==> config.mk <==
export PLATFORM = sky130hd
export DESIGN_NAME = time_counter_flat
export DESIGN_NICKNAME = d
export VERILOG_FILES = /design/src/rtl/time_counter_if.sv /design/src/rtl/time_counter.sv /design/src/flat_wrapper.sv
export SDC_FILE = /design/constraint.sdc
export NUM_CORES = 1
export LEC_CHECK = 0
export ABC_AREA = 0
export CAP_MARGIN = 20
export CORE_MARGIN = 2
export CORE_UTILIZATION = 35
export DETAILED_ROUTE_END_ITERATION = 8
export PLACE_DENSITY = 0.66
export SLEW_MARGIN = 20
export SYNTH_ARGS = -nofsm -noshare
export SYNTH_HDL_FRONTEND = slang
export SYNTH_SLANG_ARGS = --single-unit
==> constraint.sdc <==
create_clock -name CP -period 3.9 [get_ports CP]
set_clock_uncertainty 0.2 [all_clocks]
set_input_delay 0.585 -clock CP [delete_from_list [all_inputs] [get_ports CP]]
set_output_delay 0.585 -clock CP [all_outputs]
set_load 0.1 [all_outputs]
==> src/rtl/time_counter_if.sv <==
// time_counter bus: 1 Hz tick and button strobes in, BCD time, set-mode state, chime out.
// master drives strobes and reads the time; slave is the counter.
interface time_counter_if;
  logic       tick_1hz;
  logic       mode_btn;
  logic       inc_btn;
  logic [7:0] hour_bcd;
  logic [7:0] min_bcd;
  logic [7:0] sec_bcd;
  logic [1:0] state;
  logic       chime;

  modport master (
    output tick_1hz, mode_btn, inc_btn,
    input  hour_bcd, min_bcd, sec_bcd,
    input  state, chime
  );

  modport slave (
    input  tick_1hz, mode_btn, inc_btn,
    output hour_bcd, min_bcd, sec_bcd,
    output state, chime
  );
endinterface

==> src/rtl/time_counter.sv <==
// 24h BCD hh:mm:ss counter with RUN/SET_HOUR/SET_MIN set-mode FSM and hourly chime.
// Ports: CP clock, _CR async active-low reset, bus (slave) strobes in / registered time out.
module time_counter #(
  parameter int unsigned CHIME_LEN = 5
) (
  input  logic          CP,
  input  logic          _CR,
  time_counter_if.slave bus
);
  typedef enum logic [1:0] {
    RUN      = 2'b00,
    SET_HOUR = 2'b01,
    SET_MIN  = 2'b10
  } state_t;

  localparam logic [6:0] CLEN = 7'(CHIME_LEN);

  state_t     st_q, st_d;
  logic [7:0] hr_q, mn_q, sc_q;
  logic [7:0] hr_d, mn_d, sc_d;
  logic       ch_q, ch_d;
  logic [8:0] s_inc, m_inc, h_inc;
  logic [6:0] sec_bin;

  // {carry, next} for a two-digit BCD field wrapping at lim
  function automatic logic [8:0] bcd_inc(
    input logic [7:0] v,
    input logic [7:0] lim
  );
    logic [8:0] r;
    if (v == lim)
      r = 9'h100;
    else if (v[3:0] == 4'd9)
      r = {1'b0, v[7:4] + 4'd1, 4'd0};
    else
      r = {1'b0, v[7:4], v[3:0] + 4'd1};
    return r;
  endfunction

  always_comb begin
    s_inc = bcd_inc(sc_q, 8'h59);
    m_inc = bcd_inc(mn_q, 8'h59);
    h_inc = bcd_inc(hr_q, 8'h23);
  end

  always_comb begin
    st_d = st_q;
    hr_d = hr_q;
    mn_d = mn_q;
    sc_d = sc_q;
    case (st_q)
      RUN: begin
        if (bus.tick_1hz) begin
          sc_d = s_inc[7:0];
          if (s_inc[8]) begin
            mn_d = m_inc[7:0];
            if (m_inc[8])
              hr_d = h_inc[7:0];
          end
        end
        if (bus.mode_btn)
          st_d = SET_HOUR;
      end
      SET_HOUR: begin
        if (bus.mode_btn)
          st_d = SET_MIN;
        else if (bus.inc_btn)
          hr_d = h_inc[7:0];
      end
      SET_MIN: begin
        if (bus.mode_btn) begin
          st_d = RUN;
          sc_d = 8'h00;
        end else if (bus.inc_btn) begin
          mn_d = m_inc[7:0];
        end
      end
      default: st_d = RUN;
    endcase
  end

  // chime looks at the time being loaded, so it rises with 00:00
  always_comb begin
    sec_bin = {3'b0, sc_d[7:4]} * 7'd10
            + {3'b0, sc_d[3:0]};
    ch_d = (st_d == RUN)
        && (mn_d == 8'h00)
        && (sec_bin < CLEN);
  end

  always_ff @(posedge CP or negedge _CR) begin
    if (!_CR) begin
      st_q <= RUN;
      hr_q <= 8'h00;
      mn_q <= 8'h00;
      sc_q <= 8'h00;
      ch_q <= 1'b0;
    end else begin
      st_q <= st_d;
      hr_q <= hr_d;
      mn_q <= mn_d;
      sc_q <= sc_d;
      ch_q <= ch_d;
    end
  end

  assign bus.hour_bcd = hr_q;
  assign bus.min_bcd  = mn_q;
  assign bus.sec_bcd  = sc_q;
  assign bus.state    = st_q;
  assign bus.chime    = ch_q;
endmodule

==> src/flat_wrapper.sv <==
// flat-port wrapper written by rule: the top's interface ports become plain ports
module time_counter_flat 
#(
  parameter int unsigned CHIME_LEN = 5
)
  (CP, _CR, bus_tick_1hz, bus_mode_btn, bus_inc_btn, bus_hour_bcd, bus_min_bcd, bus_sec_bcd, bus_state, bus_chime);
  time_counter_if bus_i ();
  input  logic CP;
  input  logic _CR;
  input wire logic [$bits(bus_i.tick_1hz)-1:0] bus_tick_1hz;
  input wire logic [$bits(bus_i.mode_btn)-1:0] bus_mode_btn;
  input wire logic [$bits(bus_i.inc_btn)-1:0] bus_inc_btn;
  output wire logic [$bits(bus_i.hour_bcd)-1:0] bus_hour_bcd;
  output wire logic [$bits(bus_i.min_bcd)-1:0] bus_min_bcd;
  output wire logic [$bits(bus_i.sec_bcd)-1:0] bus_sec_bcd;
  output wire logic [$bits(bus_i.state)-1:0] bus_state;
  output wire logic [$bits(bus_i.chime)-1:0] bus_chime;
  assign bus_i.tick_1hz = bus_tick_1hz;
  assign bus_i.mode_btn = bus_mode_btn;
  assign bus_i.inc_btn = bus_inc_btn;
  assign bus_hour_bcd = bus_i.hour_bcd;
  assign bus_min_bcd = bus_i.min_bcd;
  assign bus_sec_bcd = bus_i.sec_bcd;
  assign bus_state = bus_i.state;
  assign bus_chime = bus_i.chime;
  time_counter #(.CHIME_LEN(CHIME_LEN)) u_core (.CP(CP), ._CR(_CR), .bus(bus_i));
endmodule
* Word level (Yosys, flattened, before mapping)
Index checks and enable logic that the tools add are counted.
** Storage, ports and cells
- Latch bits :: 0
- Output and inout port bits :: 27
- Bits in writable memories :: 0
- Register bits :: 27
- Memories :: 0
- Logic and storage cells :: 58
- Memory bits (read-only) :: 0
- Bits of input ports :: 5
** Cells by class
- Add/subtract/negate cells :: 7
- Magnitude comparators :: 1
- Muxes and demuxes :: 24
- Bitwise gates (word level) :: 0
- Reductions and logical operators :: 7
- Shift-type cells :: 0
- $mul :: 1
- Eq/ne operators :: 13
- Div/mod/pow operators :: 0
** Operator list (number)
- 8-bit 2-to-1 mux :: 15
- 8-bit case mux with 2 select lines :: 3
- 4-bit by 1-bit adder with 4-bit output, second input constant :: 6
- 9-bit 2-to-1 mux :: 2
- 8-bit by 7-bit == test with 1-bit output, second input constant :: 2
- 4-bit == test, second input constant :: 3
- 8-bit by 6-bit == test with 1-bit output, second input constant :: 1
- 8-bit logical NOT :: 1
- 7-bit by 4-bit adder with 7-bit output :: 1
- 7-bit by 3-bit less-than comparator with 1-bit output, second input constant :: 1
- 4-bit by 3-bit multiplier with 6-bit output, second input constant :: 1
- 2-bit 2-to-1 mux :: 3
- 2-bit != test, second input constant :: 3
- 2-bit case mux with 3 select lines :: 1
- 6-bit AND reduction :: 1
- 2-bit logical NOT :: 2
- 2-bit by 1-bit != test with 1-bit output, second input constant :: 2
- 2-bit by 1-bit == test with 1-bit output, second input constant :: 1
- 2-bit == test, second input constant :: 1
- 1-bit logical AND :: 2
- 2-bit nonzero test :: 1

* Logic depth before layout (Yosys ltp)
Gate-level depths: netlist (run 1).
- Word-level depth :: 9
- Gate-level depth with buffers :: 14
- Depth with buffers taken out :: 14

* Worst setup path after synthesis (run 1)
No wires, ideal clock.
- Path type :: reg-to-reg
- Start point :: reg u_core.sc_q[0], in the netlist u_core.bus.sec_bcd[0]
- End point :: reg u_core.ch_q, in the netlist u_core.bus.chime
- Buffers on the path :: 0
- Arrival time :: 3.538 ns
- Data required time :: 3.632 ns
- Cell stages (with the launch flop) :: 13
- Setup slack :: 0.094 ns
- Clock period less this slack :: 3.806 ns
- Setup time :: 0.068 ns
- Path through :: dfrtp_1 -> ha_1 -> nand4b_2 -> or4_4 -> nand3_1 -> xor2_1 -> ha_1 -> fa_1 -> nor2_1 -> nand2_1 -> a31oi_1 -> mux2i_1 -> and4bb_1
** On the way
- Word-level cells in the longest chain between the ends :: 9
- Elaborated cells on any way between the ends :: 17
- Classes of those cells :: add/sub: 2; mul: 1; order compare: 1; eq/ne: 2; mux: 8; reduce/logical: 3
** RTL lines
- from (decl) :: line time_counter.sv:19 : logic [7:0] hr_q, mn_q, sc_q;
- from (signal assigned) :: line time_counter.sv:96 : sc_q <= 8'h00;
- from (signal assigned) :: line time_counter.sv:102 : sc_q <= sc_d;
- 4-bit == test :: line time_counter.sv:33 : else if (v[3:0] == 4'd9)
- 8-bit 2-to-1 mux :: line time_counter.sv:33
- 9-bit 2-to-1 mux * :: line time_counter.sv:31 : if (v == lim)
- 8-bit 2-to-1 mux * :: line time_counter.sv:53 : if (bus.tick_1hz) begin
- 8-bit case mux with 2 select lines * :: line time_counter.sv:51 : case (st_q)
- named net u_core.sc_d[5] :: line time_counter.sv:20 : logic [7:0] hr_d, mn_d, sc_d;
- 4-bit by 3-bit multiplier with 6-bit output * :: line time_counter.sv:84 : sec_bin = {3'b0, sc_d[7:4]} * 7'd10
- 7-bit by 4-bit adder with 7-bit output * :: line time_counter.sv:85 : + {3'b0, sc_d[3:0]};
- 7-bit by 3-bit less-than comparator with 1-bit output * :: line time_counter.sv:88 : && (sec_bin < CLEN);
- 1-bit logical AND * :: line time_counter.sv:88
- named net u_core.ch_d :: line time_counter.sv:21 : logic ch_q, ch_d;
- to (signal assigned) :: line time_counter.sv:103 : ch_q <= ch_d;
- to (decl) :: line time_counter.sv:21
Mark *: on every way through the listed nets, which the timed path passes. The rest lies on a longest branch.
A chain may end at the register's enable or synchronous reset.

* Worst setup path after layout (run 1)
- Start point :: in bus_tick_1hz
- End point :: reg u_core.ch_q, in the netlist u_core.bus.chime
** On the way
- Word-level cells in the longest chain between the ends :: 6
- Elaborated cells on any way between the ends :: 10
- Classes of those cells :: add/sub: 1; mul: 1; order compare: 1; mux: 4; reduce/logical: 3
** RTL lines
- from (decl) :: line flat_wrapper.sv:10 : input wire logic [$bits(bus_i.tick_1hz)-1:0] bus_tick_1hz;
- 8-bit 2-to-1 mux :: line time_counter.sv:53
- 8-bit case mux with 2 select lines :: line time_counter.sv:51
- named net u_core.sc_d[4] :: line time_counter.sv:20
- 4-bit by 3-bit multiplier with 6-bit output :: line time_counter.sv:84
- 7-bit by 4-bit adder with 7-bit output :: line time_counter.sv:85
- 7-bit by 3-bit less-than comparator with 1-bit output :: line time_counter.sv:88
- 1-bit logical AND :: line time_counter.sv:88
- named net u_core.ch_d :: line time_counter.sv:21
The timed path passes the listed nets, and every way through them passes these cells.

==> results of run 1 <==
Yosys cell counts (all sizes together), types with 3 or more instances:
library cell / instances
mux2: 3
or3: 3
nand4: 3
nor2: 14
clkbuf: 3
a31oi: 4
o22ai: 3
o21ai: 18
o41ai: 3
or2: 5
nand2: 24
nand3: 9
o31ai: 6
ha: 17
nand3b: 5
inv: 11
dfrtp: 27
nor3: 3
nand2b: 6
o211ai: 3
a21oi: 5
mux2i: 3
metal layers:
metal	GRT usage (%)	up-vias
li1	-	892
met1	22.1	840
met2	25.2	45
met3	3.33	8
met4	5.44	0
met5	0	-
flip-flops by register name (all words and copies together), names as in the netlist:
signal and flops:
u_core.bus.chime 1, u_core.bus.state 2, u_core.bus.sec_bcd 8, u_core.bus.hour_bcd 8
u_core.bus.min_bcd 8
per-stage QoR:
step / hold WS [ps] / utilization, % / worst slack, ps / cell area (sq um) / total power, mW
6_report: 305 / 44.8 / 351 / 2440 / 2.04
5_1_grt: 324 / 44.8 / 71.4 / 2440 / 2.17
4_1_cts: 313 / 44.8 / 359 / 2440 / 2.04
3_5_place_dp: 299 / 44.0 / 80.6 / 2390 / 1.87
3_3_place_gp: 300 / 44.0 / 198 / 2390 / 1.86
2_1_floorplan: 89.4 / - / 93.8 / 1950 / 1.54
placed cells by master (no fill, tap or decap), drive strengths merged, types with 4 or more instances in the layout:
cell           instances
o31ai                  6
ha                    17
a31oi                  4
nand3                  9
buf                   10
or2                    5
o21ai                 18
nand3b                 5
inv                   11
nand2                 24
clkdlybuf4s50         30
dfrtp                 27
a21oi                  5
nor2                  14
nand2b                 6
worst min path at each step:
stage | from | slack (ps) | end
final | u_core.bus.hour_bcd[7] | 300 | u_core.bus.hour_bcd[7]
after CTS | u_core.bus.hour_bcd[7] | 310 | u_core.bus.hour_bcd[7]
after global routing | u_core.bus.hour_bcd[7] | 320 | u_core.bus.hour_bcd[7]
after detailed placement | u_core.bus.hour_bcd[7] | 300 | u_core.bus.hour_bcd[7]
after global placement | u_core.bus.hour_bcd[7] | 300 | u_core.bus.hour_bcd[7]
after floorplan | _CR | 90 | u_core.bus.chime
power breakdown:
| part | switching, mW | internal (mW) |
|---|---|---|
| Combinational | 0.977 | 0.386 |
| Clock | 0.0963 | 0.0719 |
| Sequential | 0.144 | 0.364 |
logic make-up (layout without fill, tap and decap cells):
kind of cell	count (synthesis)	count (layout)	synth area share (%)
xor+xnor	2	2	0.899
flops	27	27	34.7
compound gates	57	57	19.7
fa+ha+maj	18	18	11.9
buf+inv	15	55	3.28
mux	6	6	3.28
simple gates	91	91	26.2
final cells by class:
type / instances / share of cell area [%]
Tap cell: 72 / 3.70
Timing Repair Buffer: 40 / 15.4
Multi-Input combinational cell: 174 / 49.6
Inverter: 11 / 1.69
Sequential cell: 27 / 27.7
Clock inverter: 1 / 0.205
Clock buffer: 3 / 1.69
==> flow_metrics.tcl, run 1 <==
set metrics [dict create \
    status "complete, no violations" \
    async_reset_ff_share_pct 100 \
    dr_wl_met2_um 2150 \
    critical_path_cell_count 9 \
    die_area_sq_mm 0.00618 \
    worstMarginPinSlew_ps 972 \
    fmax_ghz 0.282 \
    synthesis.nets 239 \
    place_inst 324 \
    reg2reg_to "u_core.bus.chime" \
    diodes 0 \
    clk_pin_slew_ps 100 \
    antenna_left 0 \
    drtIter0Drc 49 \
    cts-root-buf "clkbuf_8" \
    cts_tree "yes" \
    syn_area_sq_mm 0.00195 \
    vias 1785 \
    wire_per_inst_um 14.3 \
    first_global_vias 1668 \
    routedLengthMet1_um 2220 \
    p_leak_nw 1.05 \
    path_cells "clkdlybuf4s50_1 -> nand4b_2 -> o41ai_1 -> ha_1 -> ha_1 -> or3_1 -> o2111a_1 -> mux2i_1 -> and4bb_1" \
    initial_core_util_pct 35.8 \
    coreArea_sq_mm 0.00544 \
    totalWireLength_um 4700 \
    dieWidth_um 78.6 \
    clk_path_buf_depth 2 \
    grt_first_pass_wirelength_um 8000 \
    fin_nets 280 \
    critPathMaxStageDelay_ps 660 \
    synthDistinctLibCells 53 \
    hold_buffers 0 \
    htree_levels 1 \
    final.fill_count 524 \
    area_growth_pct 25.1 \
    firstDrtPassIters 4 \
    r2r_start "u_core.bus.sec_bcd[1]" \
    top_layer "met4" \
    clock_latency_ps 280 \
    synth_edf_count 0 \
    rows 27 \
    numClockSinks 27 \
    drc 0 \
    crit_family "compound AO/OA/AOI/OAI gates" \
    dp_hpwl_um 3540 \
    slew_headroom_pct 35.0 \
    rsz0062_at_grt "false" \
    drv_slew 0 \
    crit_slowest_cell "o41ai_1" \
    reg2reg_depth 10 \
    ys_ff_latch 27 \
    cts_setup_buffers 0 \
    start_kind "input pin" \
    fin_crit_ps 3550 \
    setup_viol 0 \
    r2r_slack_ps 480 \
    worstPathMaxFanout 7 \
    hold_path_depth 1 \
    finalNonFillerCells 328 \
    finalCritPeriodShare_pct 91.0 \
    io_pins 32 \
    yosys.area.top_type "dfrtp_1" \
    numPortBuffers 31 \
    synthFlopType "dfrtp_1" \
    drive_gt1_share_pct 9.77 \
    powerDensity_mw_per_mm2 836 \
    crit_path_frequent_cell "ha_1" \
    gp_congestion 0.909 \
    worstSetupEndpoint "u_core.bus.chime" \
    cp-end-kind "register" \
    syn_inst 216 \
    grt_max_degree 28 \
    viasPerCell 5.44 \
    crit_required_ps 3870 \
    hold_violations 0 \
    die_y_um 78.6 \
    synthTopCellsByArea "dfrtp_1 (35%), ha_1 (11%), o21ai_0 (4.6%), nand2_1 (4.6%), nor2_1 (2.7%)" \
    irDropWorstVdd_uv 456 \
    fin_tns_setup_ps 0 \
    worstPathBufferInverterCount 1 \
    critical_path_class "input pin to register" \
    yosysSeqAreaShare_pct 34.7 \
    yosys_warnings 0 \
    cp.arrival_ps 3520 \
    track_usage_pct 16.1 \
    syn_avg_cell_area_sq_um 9.02 \
    cts_resized 0 \
    wl_met3_um 238 \
    worstHoldPathType "register to register" \
    gr-total-overflow 0 \
    multi_input_area_sq_mm 0.00121 \
    numCtsBuffers 3 \
    worstSetupStartpoint "bus_tick_1hz" \
    drv_cap 0 \
    antenna_found_initial 0 \
    synth_top_area_share_pct 34.7 \
    regArea_sq_um 676 \
]
(Power assumes the default switching activity.)
==> run 2: changes to the inputs <==
Settings changed: SLEW_MARGIN 20 to not set.
==> results of run 2 <==
No change in the layout: final DEF, timing and power equal those of run 1.
